`config.mk`:
```
export PLATFORM = sky130hd
export DESIGN_NAME = pixel_port_arbiter
export DESIGN_NICKNAME = d
export VERILOG_FILES = /design/src/rtl/pixel_port_arbiter.sv
export SDC_FILE = /design/constraint.sdc
export NUM_CORES = 1
export LEC_CHECK = 0
export BUFFER_PORTS_ARGS = -buffer_cell sky130_fd_sc_hd__buf_2
export CAP_MARGIN = 10
export CORE_AREA = 2 2 83 69
export CTS_CLUSTER_DIAMETER = 150
export DETAILED_ROUTE_END_ITERATION = 16
export DIE_AREA = 0 0 85 71
export PLACE_DENSITY = 0.86
export SLEW_MARGIN = 10
export SYNTH_ARGS = -nofsm -noshare
export SYNTH_HDL_FRONTEND = slang
export SYNTH_SLANG_ARGS = --single-unit
```
`constraint.sdc`:
```
create_clock -name clock -period 2.1 [get_ports clock]
set_clock_uncertainty 0.15 [all_clocks]
set_input_delay 0.105 -clock clock [delete_from_list [all_inputs] [get_ports clock]]
set_output_delay 0.105 -clock clock [all_outputs]
set_load 0.005 [all_outputs]
```
`src/rtl/pixel_port_arbiter.sv`:
```
// Shares one pixel memory-manager port between the host (c0) and the blit engine (c1); out-of-bounds accesses are rejected locally.
// Define ARB_ROUND_ROBIN_EN for round-robin arbitration; otherwise c0 has fixed priority.
module pixel_port_arbiter (
    input  logic       clock,
    input  logic       reset,

    input  logic       c0ReadRequest,
    input  logic       c0WriteRequest,
    input  logic [8:0] c0XCoord,
    input  logic [7:0] c0YCoord,
    input  logic [7:0] c0WriteData,
    output logic [7:0] c0ReadData,
    output logic       c0ReadComplete,
    output logic       c0WriteComplete,
    output logic       c0Rejected,

    input  logic       c1ReadRequest,
    input  logic       c1WriteRequest,
    input  logic [8:0] c1XCoord,
    input  logic [7:0] c1YCoord,
    input  logic [7:0] c1WriteData,
    output logic [7:0] c1ReadData,
    output logic       c1ReadComplete,
    output logic       c1WriteComplete,
    output logic       c1Rejected,

    output logic [8:0] memoryXCoord,
    output logic [7:0] memoryYCoord,
    output logic [7:0] memoryWriteData,
    output logic       memoryReadRequest,
    output logic       memoryWriteRequest,
    input  logic [7:0] memoryReadData,
    input  logic       memoryReadComplete,
    input  logic       memoryWriteComplete,

    output logic       grant,
    output logic       busy
);

    typedef enum logic [1:0] {
        S_IDLE   = 2'd0,
        S_ISSUE  = 2'd1,
        S_ACK    = 2'd2,
        S_REJECT = 2'd3
    } state_t;

    localparam logic [8:0] X_MAX = 9'd319;
    localparam logic [7:0] Y_MAX = 8'd239;

    state_t     state_q, state_d;
    logic       grant_q, grant_d;
    logic       op_wr_q, op_wr_d;
    logic [8:0] x_q, x_d;
    logic [7:0] y_q, y_d;
    logic [7:0] data_q, data_d;
    logic       mem_rd_req_q, mem_rd_req_d;
    logic       mem_wr_req_q, mem_wr_req_d;
    logic       busy_q, busy_d;
    logic [7:0] c0_rd_data_q, c0_rd_data_d;
    logic [7:0] c1_rd_data_q, c1_rd_data_d;
    logic       c0_rd_cmp_q, c0_rd_cmp_d;
    logic       c0_wr_cmp_q, c0_wr_cmp_d;
    logic       c0_rej_q, c0_rej_d;
    logic       c1_rd_cmp_q, c1_rd_cmp_d;
    logic       c1_wr_cmp_q, c1_wr_cmp_d;
    logic       c1_rej_q, c1_rej_d;

    logic       c0_pend, c1_pend;
    logic       winner;
    logic       win_wr;
    logic [8:0] win_x;
    logic [7:0] win_y;
    logic [7:0] win_data;
    logic       out_of_bounds;
    logic       issue_match;

    logic       pulse_wr, pulse_rd, pulse_rej, pulse_client, load_rd;
    logic [7:0] rd_value;

    assign c0_pend = c0ReadRequest | c0WriteRequest;
    assign c1_pend = c1ReadRequest | c1WriteRequest;

`ifdef ARB_ROUND_ROBIN_EN
    logic last_served_q, last_served_d;

    // When both clients contend, the one not served last time wins.
    always_comb begin
        winner = 1'b0;
        if (c0_pend && c1_pend) begin
            winner = ~last_served_q;
        end else if (!c0_pend) begin
            winner = 1'b1;
        end
    end

    always_comb begin
        last_served_d = last_served_q;
        if ((state_q == S_ACK) || (state_q == S_REJECT)) begin
            last_served_d = grant_q;
        end
    end

    always_ff @(posedge clock) begin
        if (reset) begin
            last_served_q <= 1'b1;
        end else begin
            last_served_q <= last_served_d;
        end
    end
`else
    always_comb begin
        winner = 1'b0;
        if (!c0_pend) begin
            winner = 1'b1;
        end
    end
`endif

    // A client raising both read and write gets its write served first.
    always_comb begin
        win_wr   = winner ? c1WriteRequest : c0WriteRequest;
        win_x    = winner ? c1XCoord       : c0XCoord;
        win_y    = winner ? c1YCoord       : c0YCoord;
        win_data = winner ? c1WriteData    : c0WriteData;
    end

    assign out_of_bounds = (win_x > X_MAX) || (win_y > Y_MAX);
    assign issue_match   = op_wr_q ? memoryWriteComplete : memoryReadComplete;

    always_comb begin
        state_d      = state_q;
        grant_d      = grant_q;
        op_wr_d      = op_wr_q;
        x_d          = x_q;
        y_d          = y_q;
        data_d       = data_q;
        mem_rd_req_d = mem_rd_req_q;
        mem_wr_req_d = mem_wr_req_q;
        pulse_wr     = 1'b0;
        pulse_rd     = 1'b0;
        pulse_rej    = 1'b0;
        pulse_client = grant_q;
        load_rd      = 1'b0;
        rd_value     = memoryReadData;

        case (state_q)
            S_IDLE: begin
                if (c0_pend || c1_pend) begin
                    grant_d = winner;
                    op_wr_d = win_wr;
                    x_d     = win_x;
                    y_d     = win_y;
                    data_d  = win_data;
                    if (out_of_bounds) begin
                        state_d      = S_REJECT;
                        pulse_client = winner;
                        pulse_wr     = win_wr;
                        pulse_rd     = ~win_wr;
                        pulse_rej    = 1'b1;
                        load_rd      = ~win_wr;
                        rd_value     = 8'h00;
                    end else begin
                        state_d      = S_ISSUE;
                        mem_wr_req_d = win_wr;
                        mem_rd_req_d = ~win_wr;
                    end
                end
            end
            S_ISSUE: begin
                if (issue_match) begin
                    state_d      = S_ACK;
                    mem_wr_req_d = 1'b0;
                    mem_rd_req_d = 1'b0;
                    pulse_wr     = op_wr_q;
                    pulse_rd     = ~op_wr_q;
                    load_rd      = ~op_wr_q;
                end
            end
            S_ACK, S_REJECT: begin
                state_d = S_IDLE;
            end
            default: begin
                state_d = S_IDLE;
            end
        endcase

        c0_wr_cmp_d  = pulse_wr  & ~pulse_client;
        c0_rd_cmp_d  = pulse_rd  & ~pulse_client;
        c0_rej_d     = pulse_rej & ~pulse_client;
        c1_wr_cmp_d  = pulse_wr  &  pulse_client;
        c1_rd_cmp_d  = pulse_rd  &  pulse_client;
        c1_rej_d     = pulse_rej &  pulse_client;
        c0_rd_data_d = (load_rd && !pulse_client) ? rd_value : c0_rd_data_q;
        c1_rd_data_d = (load_rd &&  pulse_client) ? rd_value : c1_rd_data_q;
        busy_d       = (state_d != S_IDLE);
    end

    always_ff @(posedge clock) begin
        if (reset) begin
            state_q      <= S_IDLE;
            grant_q      <= 1'b0;
            op_wr_q      <= 1'b0;
            x_q          <= '0;
            y_q          <= '0;
            data_q       <= '0;
            mem_rd_req_q <= 1'b0;
            mem_wr_req_q <= 1'b0;
            busy_q       <= 1'b0;
            c0_rd_data_q <= 8'h00;
            c1_rd_data_q <= 8'h00;
            c0_rd_cmp_q  <= 1'b0;
            c0_wr_cmp_q  <= 1'b0;
            c0_rej_q     <= 1'b0;
            c1_rd_cmp_q  <= 1'b0;
            c1_wr_cmp_q  <= 1'b0;
            c1_rej_q     <= 1'b0;
        end else begin
            state_q      <= state_d;
            grant_q      <= grant_d;
            op_wr_q      <= op_wr_d;
            x_q          <= x_d;
            y_q          <= y_d;
            data_q       <= data_d;
            mem_rd_req_q <= mem_rd_req_d;
            mem_wr_req_q <= mem_wr_req_d;
            busy_q       <= busy_d;
            c0_rd_data_q <= c0_rd_data_d;
            c1_rd_data_q <= c1_rd_data_d;
            c0_rd_cmp_q  <= c0_rd_cmp_d;
            c0_wr_cmp_q  <= c0_wr_cmp_d;
            c0_rej_q     <= c0_rej_d;
            c1_rd_cmp_q  <= c1_rd_cmp_d;
            c1_wr_cmp_q  <= c1_wr_cmp_d;
            c1_rej_q     <= c1_rej_d;
        end
    end

    assign c0ReadData         = c0_rd_data_q;
    assign c0ReadComplete     = c0_rd_cmp_q;
    assign c0WriteComplete    = c0_wr_cmp_q;
    assign c0Rejected         = c0_rej_q;
    assign c1ReadData         = c1_rd_data_q;
    assign c1ReadComplete     = c1_rd_cmp_q;
    assign c1WriteComplete    = c1_wr_cmp_q;
    assign c1Rejected         = c1_rej_q;
    assign memoryXCoord       = x_q;
    assign memoryYCoord       = y_q;
    assign memoryWriteData    = data_q;
    assign memoryReadRequest  = mem_rd_req_q;
    assign memoryWriteRequest = mem_wr_req_q;
    assign grant              = grant_q;
    assign busy               = busy_q;

endmodule

```
==> impl_metrics.env, run 1 <==
export IMPL_outcome="finished clean"
export IMPL_yosysWarnings=0
export IMPL_antenna_found_initial=0
export IMPL_synth_top_area_share_pct=47.3
export IMPL_drc=0
export IMPL_cts_buffer_depth=2
export IMPL_max_vdd_ir_drop_v=0.000459
export IMPL_avgSynthCellArea_um2=8.60
export IMPL_path_max_fanout=5
export IMPL_cts_buffers=5
export IMPL_drt_iter0_drc=184
export IMPL_cts_root_buf="clkbuf_8"
export IMPL_io_pin_count=117
export IMPL_drive_above_1_share_pct=31.4
export IMPL_dieHeight_um=71
export IMPL_cp_arrival_ns=1.96
export IMPL_hpwl_um=4770
export IMPL_final_setup_tns_ns=0
export IMPL_use_met3_pct=4.55
export IMPL_cts_tree="yes"
export IMPL_rows=24
export IMPL_cts_resized=0
export IMPL_grt_busiest_layer="met2"
export IMPL_max_freq_mhz=530
export IMPL_crit_family="compound AO/OA/AOI/OAI gates"
export IMPL_synth_fp_nets=332
export IMPL_die_x_um=85
export IMPL_clk_insertion_delay_late_ns=0.30
export IMPL_dieArea_um2=6040
export IMPL_fin_util_pct=69.3
export IMPL_crit_path_end_kind="flip-flop"
export IMPL_core_area_um2=5260
export IMPL_routedWlPerCell_um=15.2
export IMPL_htreeDepth=2
export IMPL_crit_chain="or2_1 > a2111oi_4 > buf_4 > o31ai_1 > a211oi_1"
export IMPL_mostFrequentLayoutCell="buf_2"
export IMPL_cp_required_ns=2.17
export IMPL_port_buffers=116
export IMPL_worstSetupPathType="reg -> reg"
export IMPL_ys_seq_area_share_pct=47.3
export IMPL_synthTopCellsByArea="dfxtp_1, a311oi_1, nand2_1"
export IMPL_crit_buf_inv=1
export IMPL_start_util_pct=43.5
export IMPL_setup_viol=0
export IMPL_grt_pass1_vias=2607
export IMPL_grt_max_degree=37
export IMPL_cp_start_kind="flip-flop"
export IMPL_num_vias=2624
export IMPL_first_pass_iters=4
export IMPL_layout_common_cells="buf_2, dlygate4sd3_1, dfxtp_1"
export IMPL_fin_crit_ns=1.89
export IMPL_met2_usage_pct=46.7
export IMPL_drtAntennaViolNets=0
export IMPL_min_path_type="in -> reg"
export IMPL_syn_area_um2=2290
export IMPL_rsz0062_at_grt="no"
export IMPL_leakage_nw=1.69
export IMPL_post_drt_via_cell_ratio=5.21
export IMPL_wl_um=7680
export IMPL_power_density_nw_per_um2=692
export IMPL_slowest_delay_ns=0.46
export IMPL_syn_to_final_growth_pct=59.3
export IMPL_drv_cap=0
export IMPL_synth_cells=266
export IMPL_gp_congestion=0.812
export IMPL_nets=504
export IMPL_worst_pin_slew_ns=0.614
export IMPL_antenna_cells=0
export IMPL_slowest_stage="a2111oi_4"
export IMPL_gr_total_overflow=0
export IMPL_cts_num_sinks=54
export IMPL_grt_pass1_wl_um=12500
export IMPL_grtUsageTotal_pct=26.1
export IMPL_grt_use_met1_pct=31.1
export IMPL_yosys_area_top_type="dfxtp_1"
export IMPL_max_slew_margin_rel_pct=58.9
export IMPL_slew_viol_final=0
export IMPL_hold_viol_final=0
export IMPL_power_w=0.00252
export IMPL_period_share_pct=89.9
export IMPL_fillCellCount=382
export IMPL_yosysUniqueCellTypes=35
export IMPL_ys_seq_elements=54
export IMPL_clk_pin_slew_ns=0.10
==> stage by stage <==
step | area [µm²] | setup slack, ns | cells | hold WS [ns]
floorplan | 2290 | 0.394 | 266 | 0.0879
global placement | 2940 | 0.349 | 437 | 0.188
detailed placement | 2940 | 0.225 | 437 | 0.202
CTS | 3640 | 0.202 | 504 | 0.0169
global route | 3640 | 0.0802 | 504 | 0.0380
finish | 3640 | 0.212 | 504 | 0.0268
==> cells in the mapped netlist <==
library cell and n:
a41o_1 1, and3_1 1, dfxtp_1 54, nand4_1 3, nand2_1 52, nand3_1 3, nor2_1 40, o31ai_1 1
a32oi_1 1, a21oi_2 1, a311oi_4 1, mux2i_1 2, or2_1 3, nor3b_1 1, o21ai_0 1, a211oi_1 3
o21ai_1 2, a22o_1 8, or3_1 1, mux2_2 1, a311oi_1 25, and3b_1 1, buf_1 2, buf_2 4
nand2b_1 11, o32ai_1 8, clkbuf_1 12, or2_2 1, buf_6 1, a2111oi_4 1, a21oi_1 4, nor2b_1 5
inv_1 9, nand4bb_1 1, nand3b_1 1
==> area by class of cell <==
class	count	area (µm²)	share of cell area, %
flip-flops and latches	54	1080	29.7
clock inverters	2	37.5	1.03
multi-input cells	184	1100	30.2
inverters	9	33.8	0.927
repair buffers	184	1240	34.0
clock buffers	6	72.6	1.99
well taps	65	81.3	2.23
==> cell families (layout without fill, tap and decap cells) <==
logic type      Yosys count  in the layout  synth area share, %
compound gates           57             57                 22.1
buf+inv                  28            201                 5.14
flops                    54             54                 47.3
mux                       3              3                 1.37
simple gates            124            124                 24.1
==> worst min-delay path: stages <==
cell,delay [ns]
buf_2,0.15
or3_1,0.12
mux2i_1,0.06
==> power by group <==
| part | switching (W) | total (W) | internal (W) |
|---|---|---|---|
| clock network | 0.000339 | 0.000695 | 0.000356 |
| registers | 0.0000566 | 0.00119 | 0.00113 |
| logic | 0.000324 | 0.000639 | 0.000315 |
| total | 0.000720 | 0.00252 | 0.00180 |
==> repair_timing <==
| item | in CTS | in global routing |
|---|---|---|
| hold endpoints to repair | 42 | 0 |
| hold buffers | 59 | 0 |
| setup buffers | 0 | 0 |
==> layer usage <==
metal	vias up	share of wire, %
li1	1284	-
met1	1205	40
met2	119	51
met3	16	6.1
met4	0	2.5
met5	-	0
==> sequential cells by signal (all words and copies together), names as in the netlist, 2 cells and up <==
name	cells
memoryXCoord	9
c0ReadData	8
c1ReadData	8
memoryWriteData	8
memoryYCoord	8
state_q	2
==> worst paths after layout <==
path / startpoint / endpoint / slack (ns) / depth (start not counted)
worst min register to register: c0ReadData[3] / c0ReadData[3] / 0.33 / 2
worst max-delay path: state_q[1] / c1WriteComplete / 0.21 / 5
worst min-delay path: c0WriteRequest / memoryReadRequest / 0.03 / 3
worst max register to register: state_q[1] / c1WriteComplete / 0.21 / 5
Note: power is estimated with default switching activity, not from simulation.
==> run 2, diff against run 1 <==
- ABC_CLOCK_PERIOD_IN_PS: unset -> 2100
- REMOVE_ABC_BUFFERS: unset -> 1
==> run 2 against run 1 <==
Clock power fell by 17%. Via count fell by 1.8%. Highest routed layer unchanged. Fmax down 1.3%. Sequential cell count unchanged. Global-route usage shrank 1.6 points. Sequential power about the same. Clock-buffer cell count down 1. Setup slack worse by 0.025 ns.
==> impl_metrics.env, run 2 (synthesis results as in run 1) <==
export IMPL_nets=501
export IMPL_syn_to_final_growth_pct=58.0
export IMPL_clk_insertion_delay_late_ns=0.30
export IMPL_worst_pin_slew_ns=0.559
export IMPL_cts_resized=0
export IMPL_stdcell_count=502
export IMPL_cts_num_sinks=54
export IMPL_io_pin_count=117
export IMPL_clk_pin_slew_ns=0.10
export IMPL_cts_buffers=5
export IMPL_path_max_fanout=8
export IMPL_slowest_stage="a2111oi_4"
export IMPL_fin_crit_ns=1.91
export IMPL_drtAntennaViolNets=0
export IMPL_outcome="finished clean"
export IMPL_slew_viol_final=0
export IMPL_dp_cells=435
export IMPL_post_drt_via_cell_ratio=5.13
export IMPL_first_pass_iters=4
export IMPL_cts_setup_buffers=0
export IMPL_met2_usage_pct=42.4
export IMPL_core_area_um2=5260
export IMPL_drive_above_1_share_pct=31.4
export IMPL_max_vdd_ir_drop_v=0.000589
export IMPL_worstSetupPathType="reg -> reg"
export IMPL_drc=0
export IMPL_crit_chain="or2_1 > a2111oi_4 > a311oi_4 > a22o_1"
export IMPL_hpwl_um=4630
export IMPL_startpoint="state_q[1]"
export IMPL_grtUsageTotal_pct=24.5
export IMPL_rows=24
export IMPL_die_x_um=85
export IMPL_placed_cell_area_um2=2940
export IMPL_fin_util_pct=68.8
export IMPL_crit_path_end_kind="flip-flop"
export IMPL_max_slew_margin_rel_pct=62.7
export IMPL_cp_arrival_ns=1.96
export IMPL_wl_um=7340
export IMPL_gp_congestion=0.857
export IMPL_grt_use_met1_pct=29.5
export IMPL_mostFrequentLayoutCell="buf_2"
export IMPL_start_util_pct=43.5
export IMPL_cts_tree="yes"
export IMPL_power_w=0.00240
export IMPL_period_share_pct=91.1
export IMPL_num_vias=2576
export IMPL_largest_register_ffs=9
export IMPL_cp_start_kind="flip-flop"
export IMPL_min_from="memoryReadComplete"
export IMPL_htreeDepth=2
export IMPL_holdWs_ns=0.0348
export IMPL_grt_pass1_vias=2562
export IMPL_final_area_um2=3610
export IMPL_antenna_found_initial=1
export IMPL_worstReg2RegStart="state_q[1]"
export IMPL_cts_root_buf="clkbuf_8"
export IMPL_grt_max_degree=51
export IMPL_max_freq_mhz=523
export IMPL_drt_iter0_drc=121
export IMPL_setup_viol=0
export IMPL_cp_required_ns=2.14
export IMPL_rsz0062_at_grt="no"
export IMPL_dieArea_um2=6040
export IMPL_layout_common_cells="buf_2, dlygate4sd3_1, dfxtp_1"
export IMPL_drv_cap=0
export IMPL_grt_pass1_wl_um=11900
export IMPL_hold_viol_final=0
export IMPL_use_met3_pct=4.55
export IMPL_leakage_nw=1.67
export IMPL_cts_buffer_depth=2
export IMPL_dieHeight_um=71
export IMPL_grt_busiest_layer="met2"
export IMPL_slowest_delay_ns=0.53
export IMPL_port_buffers=116
export IMPL_gr_total_overflow=0
export IMPL_min_path_type="in -> reg"
export IMPL_power_density_nw_per_um2=664
export IMPL_routedWlPerCell_um=14.6
-- run 2: changes by cell type in the layout (fill, tap and decap cells not counted), sizes merged --
| cell | change |
|---|---|
| buf | -2 |
| clkinv | +2 |
| bufinv | -1 |
| clkbuf | -1 |
| diode | +1 |
| dlygate4sd3 | -1 |
-- run 2: metrics by stage --
step	setup slack [ns]	TNS, ns
5_1_grt	0.0761	0
3_3_place_gp	0.291	0
3_5_place_dp	0.208	0
6_report	0.187	0
2_1_floorplan	-0.282	-7.86
4_1_cts	0.188	0
-- run 2: cell type report --
class                           instances  area, µm²
Clock buffer                            5       68.8
Timing Repair Buffer                  181       1230
Fill cell                             409       1640
Inverter                                9       33.8
Sequential cell                        54       1080
Clock inverter                          3       21.3
Multi-Input combinational cell        184       1100
Antenna cell                            1       2.50
Tap cell                               65       81.3
-- run 2: critical path, delay by kind of cell, from the launching register on --
family	cells	cell delay (ns)
flops	1	0.35
simple gates	1	0.33
compound gates	3	0.98
-- run 2: power by group --
part / leakage (nW) / switching (W) / internal (W)
combinational: 1.18 / 0.000322 / 0.000318
clock: 0.0441 / 0.000342 / 0.000235
sequential: 0.444 / 0.0000531 / 0.00113
-- run 2: path summary, 6_finish.rpt --
| path | end | slack [ns] | cells after the start |
|---|---|---|---|
| setup / recovery | c1ReadData[2] | 0.19 | 4 |
| hold reg to reg | c0ReadData[6] | 0.34 | 2 |
| hold / removal | state_q[0] | 0.03 | 4 |
| setup reg to reg | c1ReadData[2] | 0.19 | 4 |
-- run 2: per-layer routing --
layer / part of all wire (%) / routed length (µm) / vias to the layer above
met4: 3.0 / 223 / 0
li1: - / - / 1272
met1: 42 / 3050 / 1189
met5: 0 / 0 / -
met2: 50 / 3700 / 95
met3: 5.0 / 367 / 20
-- run 2: what timing repair did --
item	in CTS	in global routing
hold endpoints to repair	41	0
endpoints found under the setup margin	0	0
hold buffers	58	0
==> run 3, diff against run 2 <==
- MAX_ROUTING_LAYER: unset -> met4
==> run 3 against run 2 <==
Global-route usage up 0.67 points. Wire length fell by 0.15%. Setup slack got worse by 0.014 ns. Utilization did not move. Critical path depth did not move. Sequential share of layout area is the same. Final cell count unchanged. Sequential cell count did not move. First-iteration DRC count is 5.8% higher. Register-to-register slack about the same. Highest routed layer unchanged. Clock power about the same. Die area unchanged.
==> impl_metrics.env, run 3 (synthesis results as in run 1) <==
export IMPL_core_area_um2=5260
export IMPL_crit_path_end_kind="flip-flop"
export IMPL_grt_max_degree=51
export IMPL_routed_top_layer="met4"
export IMPL_fin_crit_ns=1.93
export IMPL_drive_above_1_share_pct=31.4
export IMPL_min_path_type="in -> reg"
export IMPL_path_max_fanout=8
export IMPL_cts_num_sinks=54
export IMPL_wl_met2_um=3670
export IMPL_post_drt_via_cell_ratio=5.17
export IMPL_cts_tree="yes"
export IMPL_cp_start_kind="flip-flop"
export IMPL_htreeDepth=2
export IMPL_fin_util_pct=68.8
export IMPL_setup_viol=0
export IMPL_final_setup_tns_ns=0
export IMPL_worst_pin_slew_ns=0.554
export IMPL_clk_insertion_delay_late_ns=0.30
export IMPL_nets=501
export IMPL_drc=0
export IMPL_rows=24
export IMPL_antenna_found_initial=1
export IMPL_power_density_nw_per_um2=664
export IMPL_cts_root_buf="clkbuf_8"
export IMPL_cts_buffers=5
export IMPL_cts_setup_buffers=0
export IMPL_rsz0062_at_grt="no"
export IMPL_crit_chain="or2_1 > a2111oi_4 > a311oi_4 > a22o_1"
export IMPL_first_pass_iters=4
export IMPL_cts_buffer_depth=2
export IMPL_mostFrequentLayoutCell="buf_2"
export IMPL_max_slew_margin_rel_pct=63.1
export IMPL_dr_wl_met3_um=352
export IMPL_start_util_pct=43.5
export IMPL_worstReg2RegStart="state_q[1]"
export IMPL_max_freq_mhz=519
export IMPL_crit_family="compound AO/OA/AOI/OAI gates"
export IMPL_num_vias=2596
export IMPL_drt_met1_wl_um=3080
export IMPL_io_pin_count=117
export IMPL_routedWlPerCell_um=14.6
export IMPL_drt_iter0_drc=128
export IMPL_syn_to_final_growth_pct=58.0
export IMPL_gr_total_overflow=0
export IMPL_grt_pass1_vias=2566
export IMPL_slowest_delay_ns=0.53
export IMPL_die_x_um=85
export IMPL_grtUsageTotal_pct=25.2
export IMPL_largest_register_ffs=9
export IMPL_min_from="memoryReadComplete"
export IMPL_drv_cap=0
export IMPL_hpwl_um=4630
export IMPL_cp_arrival_ns=1.97
export IMPL_dieHeight_um=71
export IMPL_period_share_pct=91.7
export IMPL_clk_pin_slew_ns=0.10
export IMPL_dieArea_um2=6040
export IMPL_layout_common_cells="buf_2, dlygate4sd3_1, dfxtp_1"
export IMPL_grt_pass1_wl_um=11900
export IMPL_leakage_nw=1.67
export IMPL_port_buffers=116
export IMPL_outcome="finished clean"
export IMPL_gp_congestion=0.871
export IMPL_hold_viol_final=0
export IMPL_slowest_stage="a2111oi_4"
export IMPL_crit_buf_inv=0
export IMPL_worstSetupPathType="reg -> reg"
export IMPL_startpoint="state_q[1]"
export IMPL_drtAntennaViolNets=0
export IMPL_cts_resized=0
export IMPL_max_vdd_ir_drop_v=0.000587
export IMPL_wl_um=7330
export IMPL_slew_viol_final=0
export IMPL_cp_required_ns=2.14
-- run 3: cell type report --
type	count	area, µm²
tap	65	81.3
antenna	1	2.50
fill	409	1640
inverter	9	33.8
clock buffer	5	68.8
clock inverter	3	21.3
timing repair buffer	181	1230
multi-input combinational	184	1100
sequential	54	1080
-- run 3: report_power, final --
part	internal, W	total (W)	switching (W)	leakage (nW)
clock	0.000235	0.000576	0.000341	0.0441
combinational	0.000318	0.000640	0.000322	1.18
sequential	0.00113	0.00118	0.0000530	0.444
-- run 3: final timing paths --
path	to	slack (ns)	depth (start not counted)
worst min-delay path	state_q[0]	0.04	4
worst max register to register	c1ReadData[2]	0.17	4
worst max-delay path	c1ReadData[2]	0.17	4
worst min register to register	c0ReadData[6]	0.34	2
-- run 3: tightest hold or removal path, stage by stage --
cell and delay (ns):
buf_2 0.09, mux2i_1 0.07, a21oi_1 0.14, nor2_1 0.04
-- run 3: through the flow --
step / cell area [µm²] / worst slack, ns / total power [W] / std cells / hold slack [ns]
after global placement: 2940 / 0.291 / 0.00173 / 435 / 0.188
final: 3610 / 0.173 / 0.00240 / 502 / 0.0358
after CTS: 3610 / 0.188 / 0.00242 / 501 / 0.0251
after global routing: 3610 / 0.0725 / 0.00255 / 502 / 0.0494
after floorplan: 2200 / -0.282 / 0.00148 / 247 / 0.0241
after detailed placement: 2940 / 0.208 / 0.00175 / 435 / 0.198
-- run 3: layer usage --
metal	track usage [%]	vias to the layer above
met4	11.1	0
met5	-	-
met3	3.73	22
met1	29.6	1193
met2	42.7	108
li1	-	1273
-- run 3: repair_timing --
item                                   CTS  global route
setup endpoints to repair                0             0
endpoints found under the hold margin   41             0
hold buffers                            58             0
